### src/rtl/reg_pipe_pkg.sv
// Shared constants and helpers for the valid/ready register pipeline.
// Defaults here are the parameter defaults of the interface and the top.
package reg_pipe_pkg;

   localparam int DEF_WIDTH = 8;
   localparam int DEF_DEPTH = 4;

   // Bits needed to hold an occupancy value of 0..depth inclusive.
   function automatic int count_w(input int depth);
      return (depth < 1) ? 1 : $clog2(depth + 1);
   endfunction

endpackage

### src/rtl/reg_pipe_if.sv
// Handshake bundle for reg_pipe: upstream/downstream valid-ready buses,
// flush request and occupancy readback.
interface reg_pipe_if
   import reg_pipe_pkg::*;
#(
   parameter int WIDTH = DEF_WIDTH,
   parameter int DEPTH = DEF_DEPTH
);

   localparam int CW = count_w(DEPTH);

   logic             flush;
   logic             in_valid;
   logic             in_ready;
   logic [WIDTH-1:0] in_data;
   logic             out_valid;
   logic             out_ready;
   logic [WIDTH-1:0] out_data;
   logic [CW-1:0]    count;

   modport master (
      output flush,
      output in_valid,
      input  in_ready,
      output in_data,
      input  out_valid,
      output out_ready,
      input  out_data,
      input  count
   );

   modport slave (
      input  flush,
      input  in_valid,
      output in_ready,
      input  in_data,
      output out_valid,
      input  out_ready,
      output out_data,
      output count
   );

endinterface

### src/rtl/reg_pipe_stage.sv
// One pipeline slot: a valid flag plus a data register with valid/ready
// handshakes on both sides; the data register loads only on accept.
module reg_pipe_stage #(
   parameter int               WIDTH   = 8,
   parameter logic [WIDTH-1:0] RST_VAL = '0
) (
   input  logic             clk,
   input  logic             rst,
   input  logic             i_flush,
   input  logic             i_valid,
   input  logic [WIDTH-1:0] i_data,
   output logic             o_ready,
   output logic             o_valid,
   output logic [WIDTH-1:0] o_data,
   input  logic             i_ready
);

   logic             r_valid;
   logic [WIDTH-1:0] r_data;
   logic             w_accept;
   logic             w_pop;

   // Empty slot, or one that drains this cycle, can take a new word.
   assign o_ready  = !r_valid || i_ready;
   assign w_accept = i_valid && o_ready && !i_flush;
   assign w_pop    = r_valid && i_ready;

   always_ff @(posedge clk or negedge rst) begin
      if (!rst) begin
         r_valid <= 1'b0;
         r_data  <= RST_VAL;
      end else begin
         if (i_flush)
            r_valid <= 1'b0;
         else if (w_accept)
            r_valid <= 1'b1;
         else if (w_pop)
            r_valid <= 1'b0;
         if (w_accept)
            r_data <= i_data;
      end
   end

   assign o_valid = r_valid;
   assign o_data  = r_data;

endmodule

### src/rtl/reg_pipe.sv
// Bubble-collapsing valid/ready register pipeline of DEPTH slots with a
// synchronous flush and a registered occupancy count.
module reg_pipe
   import reg_pipe_pkg::*;
#(
   parameter int               WIDTH   = DEF_WIDTH,
   parameter int               DEPTH   = DEF_DEPTH,
   parameter logic [WIDTH-1:0] RST_VAL = '0
) (
   input  logic       clk,
   input  logic       rst,
   reg_pipe_if.slave  bus
);

   localparam int CW = count_w(DEPTH);

   logic [DEPTH:0]   w_vld;
   logic [WIDTH-1:0] w_data [DEPTH+1];
   logic [DEPTH-1:0] w_rdy_up;
   logic [DEPTH-1:0] w_rdy_dn;
   logic             w_unused_rdy;
   logic             w_accept;
   logic             w_pop;
   logic [CW-1:0]    r_count;
   logic [CW-1:0]    w_count_nxt;

   assign w_vld[0]  = bus.in_valid;
   assign w_data[0] = bus.in_data;

   // Downstream ready of each slot, built from registered valids so the
   // only combinational path is out_ready through to in_ready.
   always_comb begin
      w_rdy_dn            = '0;
      w_rdy_dn[DEPTH-1]   = bus.out_ready;
      for (int i = DEPTH - 2; i >= 0; i--)
         w_rdy_dn[i] = !w_vld[i+2] || w_rdy_dn[i+1];
   end

   for (genvar g = 0; g < DEPTH; g++) begin : g_stage
      reg_pipe_stage #(
         .WIDTH   (WIDTH),
         .RST_VAL (RST_VAL)
      ) u_stage (
         .clk     (clk),
         .rst     (rst),
         .i_flush (bus.flush),
         .i_valid (w_vld[g]),
         .i_data  (w_data[g]),
         .o_ready (w_rdy_up[g]),
         .o_valid (w_vld[g+1]),
         .o_data  (w_data[g+1]),
         .i_ready (w_rdy_dn[g])
      );
   end

   // Only slot 0's upstream ready faces the outside world.
   assign w_unused_rdy = ^w_rdy_up;

   assign bus.in_ready  = w_rdy_up[0] && !bus.flush && rst;
   assign bus.out_valid = w_vld[DEPTH];
   assign bus.out_data  = w_data[DEPTH];

   assign w_accept = bus.in_valid && bus.in_ready;
   assign w_pop    = bus.out_valid && bus.out_ready;

   always_comb begin
      w_count_nxt = r_count;
      if (bus.flush)
         w_count_nxt = '0;
      else if (w_accept && !w_pop)
         w_count_nxt = r_count + CW'(1);
      else if (!w_accept && w_pop)
         w_count_nxt = r_count - CW'(1);
   end

   always_ff @(posedge clk or negedge rst) begin
      if (!rst)
         r_count <= '0;
      else
         r_count <= w_count_nxt;
   end

   assign bus.count = r_count;

endmodule

### src/flat_wrapper.sv
// flat-port wrapper written by rule: the top's interface ports become plain ports
module reg_pipe_flat import reg_pipe_pkg::*;
#(
   parameter int               WIDTH   = DEF_WIDTH,
   parameter int               DEPTH   = DEF_DEPTH,
   parameter logic [WIDTH-1:0] RST_VAL = '0
)
  (clk, rst, bus_flush, bus_in_valid, bus_in_ready, bus_in_data, bus_out_valid, bus_out_ready, bus_out_data, bus_count);
  reg_pipe_if #(.WIDTH(WIDTH), .DEPTH(DEPTH)) bus_i ();
  input  logic clk;
  input  logic rst;
  input wire logic [$bits(bus_i.flush)-1:0] bus_flush;
  input wire logic [$bits(bus_i.in_valid)-1:0] bus_in_valid;
  output wire logic [$bits(bus_i.in_ready)-1:0] bus_in_ready;
  input wire logic [$bits(bus_i.in_data)-1:0] bus_in_data;
  output wire logic [$bits(bus_i.out_valid)-1:0] bus_out_valid;
  input wire logic [$bits(bus_i.out_ready)-1:0] bus_out_ready;
  output wire logic [$bits(bus_i.out_data)-1:0] bus_out_data;
  output wire logic [$bits(bus_i.count)-1:0] bus_count;
  assign bus_i.flush = bus_flush;
  assign bus_i.in_valid = bus_in_valid;
  assign bus_in_ready = bus_i.in_ready;
  assign bus_i.in_data = bus_in_data;
  assign bus_out_valid = bus_i.out_valid;
  assign bus_i.out_ready = bus_out_ready;
  assign bus_out_data = bus_i.out_data;
  assign bus_count = bus_i.count;
  reg_pipe #(.WIDTH(WIDTH), .DEPTH(DEPTH), .RST_VAL(RST_VAL)) u_core (.clk(clk), .rst(rst), .bus(bus_i));
endmodule
### config.mk
export PLATFORM = sky130hd
export DESIGN_NAME = reg_pipe_flat
export DESIGN_NICKNAME = d
export VERILOG_FILES = /design/src/rtl/reg_pipe_pkg.sv /design/src/rtl/reg_pipe_if.sv /design/src/rtl/reg_pipe_stage.sv /design/src/rtl/reg_pipe.sv /design/src/flat_wrapper.sv
export SDC_FILE = /design/constraint.sdc
export NUM_CORES = 1
export LEC_CHECK = 0
export ABC_AREA = 1
export BUFFER_PORTS_ARGS = -buffer_cell sky130_fd_sc_hd__buf_4
export CAP_MARGIN = 20
export CORE_ASPECT_RATIO = 0.75
export CORE_MARGIN = 5
export CORE_UTILIZATION = 48
export CTS_CLUSTER_SIZE = 28
export DETAILED_ROUTE_END_ITERATION = 6
export GPL_TIMING_DRIVEN = 1
export PLACE_DENSITY = 0.7
export SYNTH_ARGS = -nofsm -noshare
export SYNTH_HDL_FRONTEND = slang
export SYNTH_SLANG_ARGS = --single-unit
### constraint.sdc
create_clock -name clk -period 3 [get_ports clk]
set_input_delay 0.9 -clock clk [delete_from_list [all_inputs] [get_ports clk]]
set_output_delay 0.9 -clock clk [all_outputs]
set_load 0.02 [all_outputs]
Word level (Yosys, flattened, before mapping) --
Index checks and enable logic that the tools add are counted.
Word-level totals: register bits 39, word-level logic and storage cells 56, output and inout bits 13, bits of input ports 13
Operators by class: reductions and logical operators 30, muxes and demuxes 15, add/sub/neg operators 2
Operators with widths (count):
- nonzero test 3 bit | 5
- logical AND 1 bit | 14
- two-way mux 1 bit | 12
- two-way mux 3 bit | 3
- zero test 1 bit | 7
- logical OR 1 bit | 4
- adder 3 x 1 -> 3 bit (second input constant) | 1
- subtractor 3 x 1 -> 3 bit (second input constant) | 1

Depth between registers and ports, before layout --
Gate-level depths: netlist of the first run.
depth after elaboration 13, gate-level depth with buffers 13

Hierarchy --
A second synthesis of the first run with hierarchy kept.
Second synthesis, totals: cells, all modules 195, area total of the unflattened synthesis 1747.9 um^2
Modules (own cells, without submodules):
- reg_pipe_stage | sequential area each 225.2 um^2, area each 374.1 um^2, cells an instance 40, times used 4
- reg_pipe | sequential area each 75.1 um^2, area each 251.5 um^2, cells an instance 35, times used 1

Least setup slack after synthesis of the first run --
No wires, ideal clock.
path kind in2reg, from input bus_out_ready, to register u_core.r_count[2] (netlist: u_core.bus.count[2]), data arrival time 2264 ps, stages 13, slack 619 ps, path buffers 0, setup time 117 ps, data required time 2883 ps, path through inv_1 -> nand2_2 -> nor2_4 -> nand3_2 -> nand4_2 -> inv_1 -> fa_1 -> xnor2_1 -> inv_1 -> nand3_1 -> nand2_1 -> nand2_1 -> nand2_1
On the way: longest elaborated chain between the ends 10
Ends and longest elaborated chain:
- start, declared | RTL line flat_wrapper.sv:17 | input wire logic [$bits(bus_i.out_ready)-1:0] bus_out_ready;
- logical OR 1 bit (3 in a row) | RTL line reg_pipe.sv:36 | w_rdy_dn[i] = !w_vld[i+2] || w_rdy_dn[i+1];
- logical OR 1 bit | RTL line reg_pipe_stage.sv:24 | assign o_ready = !r_valid || i_ready;
- logical AND 1 bit (2 in a row) | RTL line reg_pipe.sv:59 | assign bus.in_ready = w_rdy_up[0] && !bus.flush && rst;
- logical AND 1 bit | RTL line reg_pipe.sv:63 | assign w_accept = bus.in_valid && bus.in_ready;
- logical AND 1 bit or zero test 1 bit (tied branches) | RTL line reg_pipe.sv:70, reg_pipe.sv:72
- two-way mux 3 bit or logical AND 1 bit (tied branches) | RTL line reg_pipe.sv:70, reg_pipe.sv:72
- two-way mux 3 bit or nonzero test 3 bit (tied branches)
- end signal, assigned | RTL line reg_pipe.sv:80 | r_count <= w_count_nxt;
- end, declared | RTL line reg_pipe.sv:24 | logic [CW-1:0] r_count;
Parallel ways exist; a longest one is shown, timed or not. A chain may end at the register's enable or synchronous reset.

Worst setup path after layout of the first run --
from input bus_out_ready, to output bus_in_ready
On the way: longest elaborated chain between the ends 6
Ends and longest elaborated chain:
- logical OR 1 bit (3 in a row) | RTL line reg_pipe.sv:36
- logical OR 1 bit | RTL line reg_pipe_stage.sv:24
- logical AND 1 bit (2 in a row) | RTL line reg_pipe.sv:59
- end, declared | RTL line flat_wrapper.sv:14 | output wire logic [$bits(bus_i.in_ready)-1:0] bus_in_ready;
Every way passes these cells.

==> summary.txt, run 1 <==
Status
  – Outcome: completed

Logic synthesis
  – Distinct cell type count after synthesis: 23
  – Post-synth net total: 179
  – Sequential-to-total area share from yosys stat: 57.5%
  – Avg Cell Area, Syn: 10.3 sq um
  – Synthesized cell area: 1700 sq um
  – Seq cells post-synth: 39
  – Mapped Cells: 165
  – Synth Warn #: 0

Min path
  – HP Class: in -> async

Routing
  – Antenna Nets Post-Route: 0
  – Final WL: 3010 um
  – Initial DRC count: 65
  – DRT Pass-1 Iters: 4
  – Drt wl/cell: 12.8 um
  – # DRC: 0
  – Vias/cell: 4.94
  – Vias: 1,167

Setup path
  – Crit path capture type: primary output
  – Arrival @ worst endpoint: 1620 ps
  – CP Launch Type: input port
  – R2R cell count: 12
  – Critical path class: in -> out
  – Worst Path Max Fanout: 3
  – Required @ worst endpoint: 2100 ps

Clock network
  – Worst-Skew Late Latency: 290 ps
  – Clk root buf: clkbuf_8
  – Worst-path clk slew: 70 ps
  – H-Tree Depth: 2
  – Maximum clock path buffer count: 2
  – CTS Buf Count: 5
  – Setup Buffers After CTS: 0
  – CTS resizes: 0
  – CTS tree: built
  – # hold bufs at CTS: 0
  – Sink Count: 39

Layout
  – Fin nets: 209
  – Antenna fix cells: 0
  – Fillers: 284
  – Fin util: 60.8%
  – Most frequent cells in the layout: dfrtp_1, nand2_1, buf_4, inv_1
  – Area Growth Syn to Fin: 20.3%
  – Post-Layout Cell Count: 236
  – Share of cells above drive strength 1: 30.1%
  – Commonest non-fill, non-tap cell in the layout: dfrtp_1

Pwr
  – Pwr dens: 733 nW/um^2
  – Worst VDD drop: 0.476 mV
  – LEAKAGE: 1.06 nW

Placement
  – DP Cell Count: 228
  – RD Place Congestion: 0.757
  – Number of buffers inserted by port buffering: 25
  – DP HPWL: 2300 um

STA
  – Clock period minus worst slack: 2520 ps
  – Worst Max-Slew Pin Slew: 575 ps
  – Skew final: 3.85 ps
  – RSZ-0062 raised after global routing: false
  – Fmax: 397 MHz
  – Sum Neg Setup Slack: 0 ps
  – Fin. Hold Viols: 0
  – Period utilisation layout: 84.0%
  – Final Max Tran Viols: 0
  – Final Setup Violations: 0
  – Slew HR: 61.6%

Global routing
  – Pin count of the biggest net entering global routing: 30
  – Initial antenna violation count: 0
  – GRT Util Overall: 14.6%
  – First-pass GRT wire length: 5330 um
  – Overflow after GRT: 0
  – Vias in the first global route: 1,209

Floorplanning
  – Die W: 78.7 um
  – Die area: 4840 sq um
  – Num rows: 18
  – IO Count: 26
  – Core area: 3360 sq um
  – Initial core utilization: 50.6%
  – Die height: 61.5 um

Flow run
  – # Max-Cap Violations: 0
[cell type report]
class / instances / area, sq um / share of cell area (%)
clock buffers: 6 / 72.6 / 3.56
clock inverters: 2 / 60.1 / 2.94
inverters: 21 / 78.8 / 3.86
multi-input cells: 101 / 601 / 29.4
flip-flops and latches: 39 / 976 / 47.8
well taps: 40 / 50.0 / 2.45
repair buffers: 27 / 203 / 9.93
[critical path, cell delays in order]
cell     delay [ps]
buf_4           110
inv_1            90
nand4_2         150
nor2_2          160
nor2_1           50
buf_4           150
[state kept, by name (all words and copies together) (netlist names)]
register,cells
u_core.g_stage.u_stage.o_valid,4
u_core.g_stage.u_stage.o_data,32
u_core.bus.count,3
[per-layer routing]
layer / vias up / share of wire (%) / global-route usage, %
met5: - / 0 / 0
met4: 0 / 1.8 / 5.99
met3: 6 / 6.1 / 4.53
met2: 30 / 43 / 23.1
met1: 543 / 49 / 19.0
li1: 588 / - / -
[power by group]
group	leakage, nW	internal (W)	switching (W)
clock	0.0654	0.000332	0.000176
sequential	0.482	0.000632	0.0000514
combinational	0.510	0.000136	0.000170
total	1.06	0.00110	0.000397
[synth_stat cells]
| cell | count | area [sq um] |
|---|---|---|
| nand2_1 | 38 | 143 |
| inv_2 | 2 | 7.51 |
| o21ai_0 | 11 | 55.1 |
| nor2_4 | 1 | 11.3 |
| nand4_2 | 2 | 25.0 |
| nand2_2 | 4 | 25.0 |
| o211ai_4 | 1 | 21.3 |
| nand3_4 | 2 | 35.0 |
| nand3_1 | 1 | 5.00 |
| nand3_2 | 3 | 30.0 |
| inv_1 | 19 | 71.3 |
| xnor2_1 | 1 | 8.76 |
| dfrtp_1 | 39 | 976 |
| nor2_2 | 2 | 12.5 |
| mux2_2 | 6 | 67.6 |
| nor2_1 | 11 | 41.3 |
| o21a_1 | 1 | 7.51 |
| buf_4 | 1 | 7.51 |
| a21oi_1 | 10 | 50.1 |
| nand4_1 | 4 | 25.0 |
| buf_6 | 3 | 33.8 |
| fa_1 | 1 | 20.0 |
| o21ai_2 | 2 | 17.5 |
[cells by family after synthesis]
family | count (synthesis) | synth area share, %
compound gates | 25 | 8.92
xor+xnor | 1 | 0.516
fa+ha+maj | 1 | 1.18
buf+inv | 25 | 7.08
flops | 39 | 57.5
mux | 6 | 3.98
simple gates | 68 | 20.8
[final timing paths]
path,from,endpoint,slack (ps)
setup / recovery,bus_out_ready,bus_in_ready,480
hold / removal,rst,u_core.bus.count[2]$_DFFE_PN0P_,460
setup reg to reg,u_core.g_stage[3].u_stage.o_valid$_DFFE_PN0P_,u_core.bus.count[2]$_DFFE_PN0P_,910
hold reg to reg,u_core.g_stage[0].u_stage.o_data[6]$_DFFE_PN0P_,u_core.g_stage[0].u_stage.o_data[6]$_DFFE_PN0P_,480
max in group asynchronous,rst,u_core.g_stage[1].u_stage.o_data[7]$_DFFE_PN0P_,1960
min in group clk,u_core.g_stage[0].u_stage.o_data[6]$_DFFE_PN0P_,u_core.g_stage[0].u_stage.o_data[6]$_DFFE_PN0P_,480
[metrics by stage]
| stage | setup WS, ps | hold WS, ps | power, W | cell area, sq um |
|---|---|---|---|---|
| 2_1_floorplan | 619 | 443 | 0.000870 | 1700 |
| 3_3_place_gp | 450 | 460 | 0.000986 | 1910 |
| 3_5_place_dp | 238 | 462 | 0.00100 | 1910 |
| 4_1_cts | 482 | 448 | 0.00152 | 2040 |
| 5_1_grt | 430 | 459 | 0.00158 | 2040 |
| 6_report | 480 | 456 | 0.00150 | 2040 |
(Power assumes the default switching activity.)
==> inputs of run 2 (changes only) <==
--- a/config.mk
+++ b/config.mk
@@ -5,7 +5,7 @@
 export SDC_FILE = /design/constraint.sdc
 export NUM_CORES = 1
 export LEC_CHECK = 0
-export ABC_AREA = 1
+export ABC_AREA = 0
 export BUFFER_PORTS_ARGS = -buffer_cell sky130_fd_sc_hd__buf_4
 export CAP_MARGIN = 20
 export CORE_ASPECT_RATIO = 0.75
==> constraint.sdc (replaced) <==
create_clock -name clk -period 2.45 [get_ports clk]
set_input_delay 0.735 -clock clk [delete_from_list [all_inputs] [get_ports clk]]
set_output_delay 0.735 -clock clk [all_outputs]
set_load 0.02 [all_outputs]
==> run 2 against run 1 <==
  * Sequential share of layout area is 0.99 points higher
  * Critical endpoint unchanged
  * Core utilization is 0.83 points lower
  * Sequential cell count stayed put
  * Synthesized cell count is 33% lower
  * Routed wire length is 10% lower
  * First-iteration DRC count is 43% lower
  * Sequential power is 31% higher
  * Highest routed layer unchanged
  * Combinational power is 35% higher
  * Clock skew is 4.1 ps higher
==> summary.txt, run 2 <==
STA
  – RSZ-0062 raised after global routing: false
  – Final Max Tran Viols: 0
  – PnR worst setup slack: 153 ps
  – Period utilisation layout: 93.7%
  – Final Setup Violations: 0
  – Clock period minus worst slack: 2300 ps
  – Slew HR: 60.4%
  – Fmax: 435 MHz
  – Fin. Hold Viols: 0
  – Skew final: 7.93 ps
  – Worst Max-Slew Pin Slew: 595 ps

Clock network
  – CTS Buf Count: 5
  – Worst-path clk slew: 70 ps
  – H-Tree Depth: 2
  – CTS tree: built
  – Maximum clock path buffer count: 2
  – Worst-Skew Late Latency: 280 ps
  – CTS resizes: 0
  – # hold bufs at CTS: 0
  – Clk root buf: clkbuf_8
  – Setup Buffers After CTS: 0
  – Sink Count: 39

Routing
  – Final WL: 2700 um
  – Vias: 960
  – # DRC: 0
  – Initial DRC count: 37
  – Drt wl/cell: 14.7 um
  – Antenna Nets Post-Route: 0
  – DRT Pass-1 Iters: 4
  – Vias/cell: 5.22

Logic synthesis
  – Post-synth EDFFs: 0
  – Fraction of registers with async set or reset after synthesis: 100%
  – Avg Cell Area, Syn: 15.1 sq um
  – Seq cells post-synth: 39
  – Synth cell count leaders: dfrtp_1, mux2_2, mux2_4
  – Post-synth net total: 125
  – Yosys top cell by area: dfrtp_1
  – Synth Warn #: 0
  – Synthesized cell area: 1670 sq um
  – Share of the synthesized area in the top cell type: 58.4%
  – Sequential-to-total area share from yosys stat: 58.4%
  – Count leader, synth: dfrtp_1
  – Top_reg_cell synth: dfrtp_1
  – Mapped Cells: 111
  – Distinct cell type count after synthesis: 25
  – Synth area leaders: dfrtp_1, mux2_4, mux2_2, nor2_1, a21oi_1

Pwr
  – LEAKAGE: 0.961 nW
  – Switching Fraction: 26.4%
  – Net Sw Power: 0.000460 W
  – Power Total: 0.00174 W
  – Int Power: 0.00128 W
  – Clock share of power: 24.7%
  – Sequential Power Share: 51.4%
  – Worst VDD drop: 0.518 mV
  – Combinational Power Share: 23.8%
  – Pwr dens: 870 nW/um^2

Setup path
  – Family with the most delay on the worst path: simple AND/OR/NAND/NOR gates
  – Slowest stage cell, crit path: and4b_4
  – Critical path class: in -> out
  – Crit path capture type: primary output
  – Worst Path Max Fanout: 3
  – Arrival @ worst endpoint: 1560 ps
  – CP bufs+invs: 2
  – Critical Path Sink: bus_in_ready
  – Crit. Startpoint: bus_out_ready
  – Crit-path max cell delay: 310 ps
  – R2R cell count: 7
  – Worst R2R Start: u_core.g_stage[2].u_stage.o_valid$_DFFE_PN0P_
  – Flop2flop setup slack: 410 ps
  – Crit path cell chain: buf_4 > and4b_4 > a21oi_1 > and2_1 > buf_4
  – Reg-to-reg endpoint: u_core.bus.count[2]$_DFFE_PN0P_
  – Required @ worst endpoint: 1710 ps
  – CP Launch Type: input port
  – CP most frequent cell: buf_4
  – CP Depth: 5

Floorplanning
  – Die area: 4770 sq um
  – IO Count: 26
  – Die W: 78.1 um
  – Num rows: 18
  – Die height: 61.1 um
  – Initial core utilization: 50.2%
  – Core area: 3330 sq um

Layout
  – Post-Layout Cell Count: 184
  – Max FFs per register: 32
  – Fin nets: 158
  – Antenna fix cells: 0
  – Commonest non-fill, non-tap cell in the layout: dfrtp_1
  – Fin util: 60.0%
  – Most frequent cells in the layout: dfrtp_1, buf_4, mux2_2, mux2_4, nor2_1
  – Share of cells above drive strength 1: 48.6%
  – Final Cell Area: 2000 sq um
  – Area Growth Syn to Fin: 19.6%

Placement
  – DP Cell Count: 177
  – RD Place Congestion: 0.786
  – Pre-CTS setup slack: -42.2 ps
  – Placed inst area: 1910 sq um
  – Number of buffers inserted by port buffering: 25
  – DP HPWL: 1960 um

Global routing
  – Vias in the first global route: 984
  – Pin count of the biggest net entering global routing: 28
  – First-pass GRT wire length: 4530 um
  – Overflow after GRT: 0
  – Initial antenna violation count: 0
  – GRT Util Overall: 12.9%

Min path
  – HP Class: in -> async

Status
  – Outcome: completed

Flow run
  – # Max-Cap Violations: 0
## run 2: final cells by class
| class | instances | area (sq um) |
|---|---|---|
| inverters | 2 | 7.51 |
| clock inverters | 1 | 5.00 |
| well taps | 40 | 50.0 |
| multi-input cells | 67 | 661 |
| repair buffers | 29 | 218 |
| fillers | 275 | 1330 |
| clock buffers | 6 | 82.6 |
| flip-flops and latches | 39 | 976 |
## run 2: power by group through the flow
stage	clock network, W	registers [W]	logic, W
2_1_floorplan	0	0.000952	0.000211
3_3_place_gp	0	0.000903	0.000410
3_5_place_dp	0	0.000909	0.000420
4_1_cts	0.000438	0.000897	0.000421
5_1_grt	0.000473	0.000915	0.000446
6_report	0.000430	0.000895	0.000414
## run 2: worst reg2reg max path: cells and delay by family (launching register included)
kind,cells,cell delay [ps]
compound gates,1,200
fa+ha+maj,1,190
buf+inv,1,120
flops,1,430
simple gates,4,1050
## run 2: logic make-up (layout without fill, tap and decap cells)
family                     count (synthesis)  in the layout  synth area share [%]
DFF                                       39             39                  58.4
AOI/OAI and AO/OA                          7              7                  2.10
buffers and inverters                      5             38                  2.10
muxes                                     32             32                  25.1
and+or+nand+nor                           27             27                  11.1
adders and majority gates                  1              1                  1.20
## run 2: how the worst min path moves through the flow
stage / endpoint / cells past startpoint
floorplan: u_core.bus.count[0]$_DFFE_PN0P_ / 0
global placement: u_core.g_stage[2].u_stage.o_data[7]$_DFFE_PN0P_ / 1
detailed placement: u_core.g_stage[2].u_stage.o_data[7]$_DFFE_PN0P_ / 1
CTS: u_core.bus.count[2]$_DFFE_PN0P_ / 2
global route: u_core.bus.count[2]$_DFFE_PN0P_ / 2
finish: u_core.bus.count[1]$_DFFE_PN0P_ / 2
## run 2: routing by layer
layer  global-route usage, %  wire, um  share of wire, %
met5                       0         0                 0
met4                    5.24        33               1.2
met3                    5.41       117               4.3
met2                    20.9      1250                46
met1                    15.7      1300                48
## run 2: through the flow
| stage | TNS [ps] | hold WS, ps |
|---|---|---|
| after global routing | 0 | 412 |
| after detailed placement | -42.2 | 488 |
| after global placement | -7.41 | 483 |
| after CTS | 0 | 395 |
| after floorplan | 0 | 439 |
| final | 0 | 397 |
==> inputs of run 3 (changes only) <==
==> constraint.sdc (replaced) <==
create_clock -name clk -period 2.7 [get_ports clk]
set_input_delay 0.81 -clock clk [delete_from_list [all_inputs] [get_ports clk]]
set_output_delay 0.81 -clock clk [all_outputs]
set_load 0.02 [all_outputs]
==> run 3 against run 2 <==
  * Cell area fell by 0.13%
  * Die area is the same
  * Highest routed layer unchanged
  * Combinational power down 9.4%
  * Largest power group unchanged
  * Critical path depth is the same
  * Core utilization shrank 0.075 points
==> summary.txt, run 3 (synthesis gave the netlist of run 2 again) <==
Routing
  – Vias/cell: 5.26
  – Vias: 962
  – DR WL met3: 151 um
  – Met2 wire len: 1330 um
  – Met1 wire length: 1290 um
  – Antenna Nets Post-Route: 0
  – # DRC: 0
  – Drt wl/cell: 15.3 um
  – Final WL: 2790 um
  – DR top layer: met4
  – DRT Pass-1 Iters: 4
  – Initial DRC count: 35

Setup path
  – Flop2flop setup slack: 580 ps
  – Worst R2R Start: u_core.g_stage[2].u_stage.o_valid$_DFFE_PN0P_
  – Crit path capture type: primary output
  – Crit. Startpoint: bus_out_ready
  – Required @ worst endpoint: 1890 ps
  – R2R cell count: 6
  – Arrival @ worst endpoint: 1670 ps
  – CP Launch Type: input port
  – Worst Path Max Fanout: 4
  – Critical path class: in -> out

Clock network
  – # hold bufs at CTS: 0
  – Setup Buffers After CTS: 0
  – Worst-path clk slew: 70 ps
  – H-Tree Depth: 2
  – Maximum clock path buffer count: 2
  – Sink Count: 39
  – Worst-Skew Late Latency: 280 ps
  – CTS resizes: 0
  – CTS tree: built
  – Clk root buf: clkbuf_8
  – CTS Buf Count: 5

Floorplanning
  – Num rows: 18
  – IO Count: 26
  – Initial core utilization: 50.2%
  – Core area: 3330 sq um
  – Die W: 78.1 um
  – Die height: 61.1 um
  – Die area: 4770 sq um

STA
  – PnR worst setup slack: 223 ps
  – Final Setup Violations: 0
  – Worst Max-Slew Pin Slew: 534 ps
  – Clock period minus worst slack: 2480 ps
  – Final Max Tran Viols: 0
  – Slew HR: 64.4%
  – Period utilisation layout: 91.7%
  – Fin. Hold Viols: 0
  – RSZ-0062 raised after global routing: false
  – Skew final: 5.96 ps
  – Fmax: 404 MHz
  – Sum Neg Setup Slack: 0 ps

Layout
  – Antenna fix cells: 0
  – Fin nets: 156
  – Commonest non-fill, non-tap cell in the layout: dfrtp_1
  – Most frequent cells in the layout: dfrtp_1, buf_4, mux2_2, mux2_4
  – Post-Layout Cell Count: 183
  – Share of cells above drive strength 1: 47.6%
  – Fillers: 270
  – Area Growth Syn to Fin: 19.5%
  – Max FFs per register: 32

Global routing
  – Pin count of the biggest net entering global routing: 27
  – Initial antenna violation count: 0
  – Vias in the first global route: 1,057
  – Overflow after GRT: 0
  – First-pass GRT wire length: 4860 um
  – GRT Util Overall: 13.6%

Placement
  – DP Cell Count: 175
  – DP HPWL: 2020 um
  – RD Place Congestion: 0.754
  – Number of buffers inserted by port buffering: 25
  – Pre-CTS setup slack: 59.7 ps

Min path
  – HP Class: in -> async

Pwr
  – Pwr dens: 807 nW/um^2
  – LEAKAGE: 0.956 nW
  – Worst VDD drop: 0.340 mV

Flow run
  – # Max-Cap Violations: 0

Status
  – Outcome: completed
==> run 3: cell types whose count changed in the layout (fill, tap and decap cells not counted) <==
cell / change
clkbuf_1: +1
clkinv_2: -1
buf_4: -2
clkbuf_8: +1
==> run 3: report_power, final <==
group          switching [W]  internal (W)
Clock               0.000191      0.000233
Combinational       0.000152      0.000224
Sequential         0.0000775      0.000735
==> run 3: area by class of cell <==
type                            count  area (sq um)  share of cell area, %
Clock buffer                        8           100                   5.01
Inverter                            2          7.51                  0.376
Multi-Input combinational cell     67           661                   33.1
Sequential cell                    39           976                   48.9
Tap cell                           40          50.0                   2.51
Timing Repair Buffer               27           203                   10.2
==> run 3: through the flow <==
step	util [%]	power, W	hold WS (ps)	cell area [sq um]
6_report	59.9	0.00161	373	2000
5_1_grt	59.9	0.00170	384	2000
4_1_cts	59.9	0.00163	374	2000
3_5_place_dp	56.9	0.00121	493	1900
3_3_place_gp	56.9	0.00119	482	1900
2_1_floorplan	-	0.00106	474	1670
==> run 3: worst paths after layout <==
| check | endpoint |
|---|---|
| worst max register to register | u_core.bus.count[2]$_DFFE_PN0P_ |
| worst min register to register | u_core.g_stage[2].u_stage.o_data[0]$_DFFE_PN0P_ |
| max in group asynchronous | u_core.g_stage[3].u_stage.o_data[0]$_DFFE_PN0P_ |
| worst min-delay path | u_core.bus.count[2]$_DFFE_PN0P_ |
| min in group clk | u_core.g_stage[2].u_stage.o_data[0]$_DFFE_PN0P_ |
| worst max-delay path | bus_in_ready |
==> run 3: routing by layer <==
layer	global-route usage, %	vias to the layer above
met1	16.7	474
met4	4.74	0
met3	4.97	4
met5	0	-
met2	22.7	23
li1	-	461
==> run 3: worst max-delay path, stage by stage <==
cell     delay (ps)
buf_4           110
and4b_4         330
a21oi_1         100
and2_1          170
buf_4           150
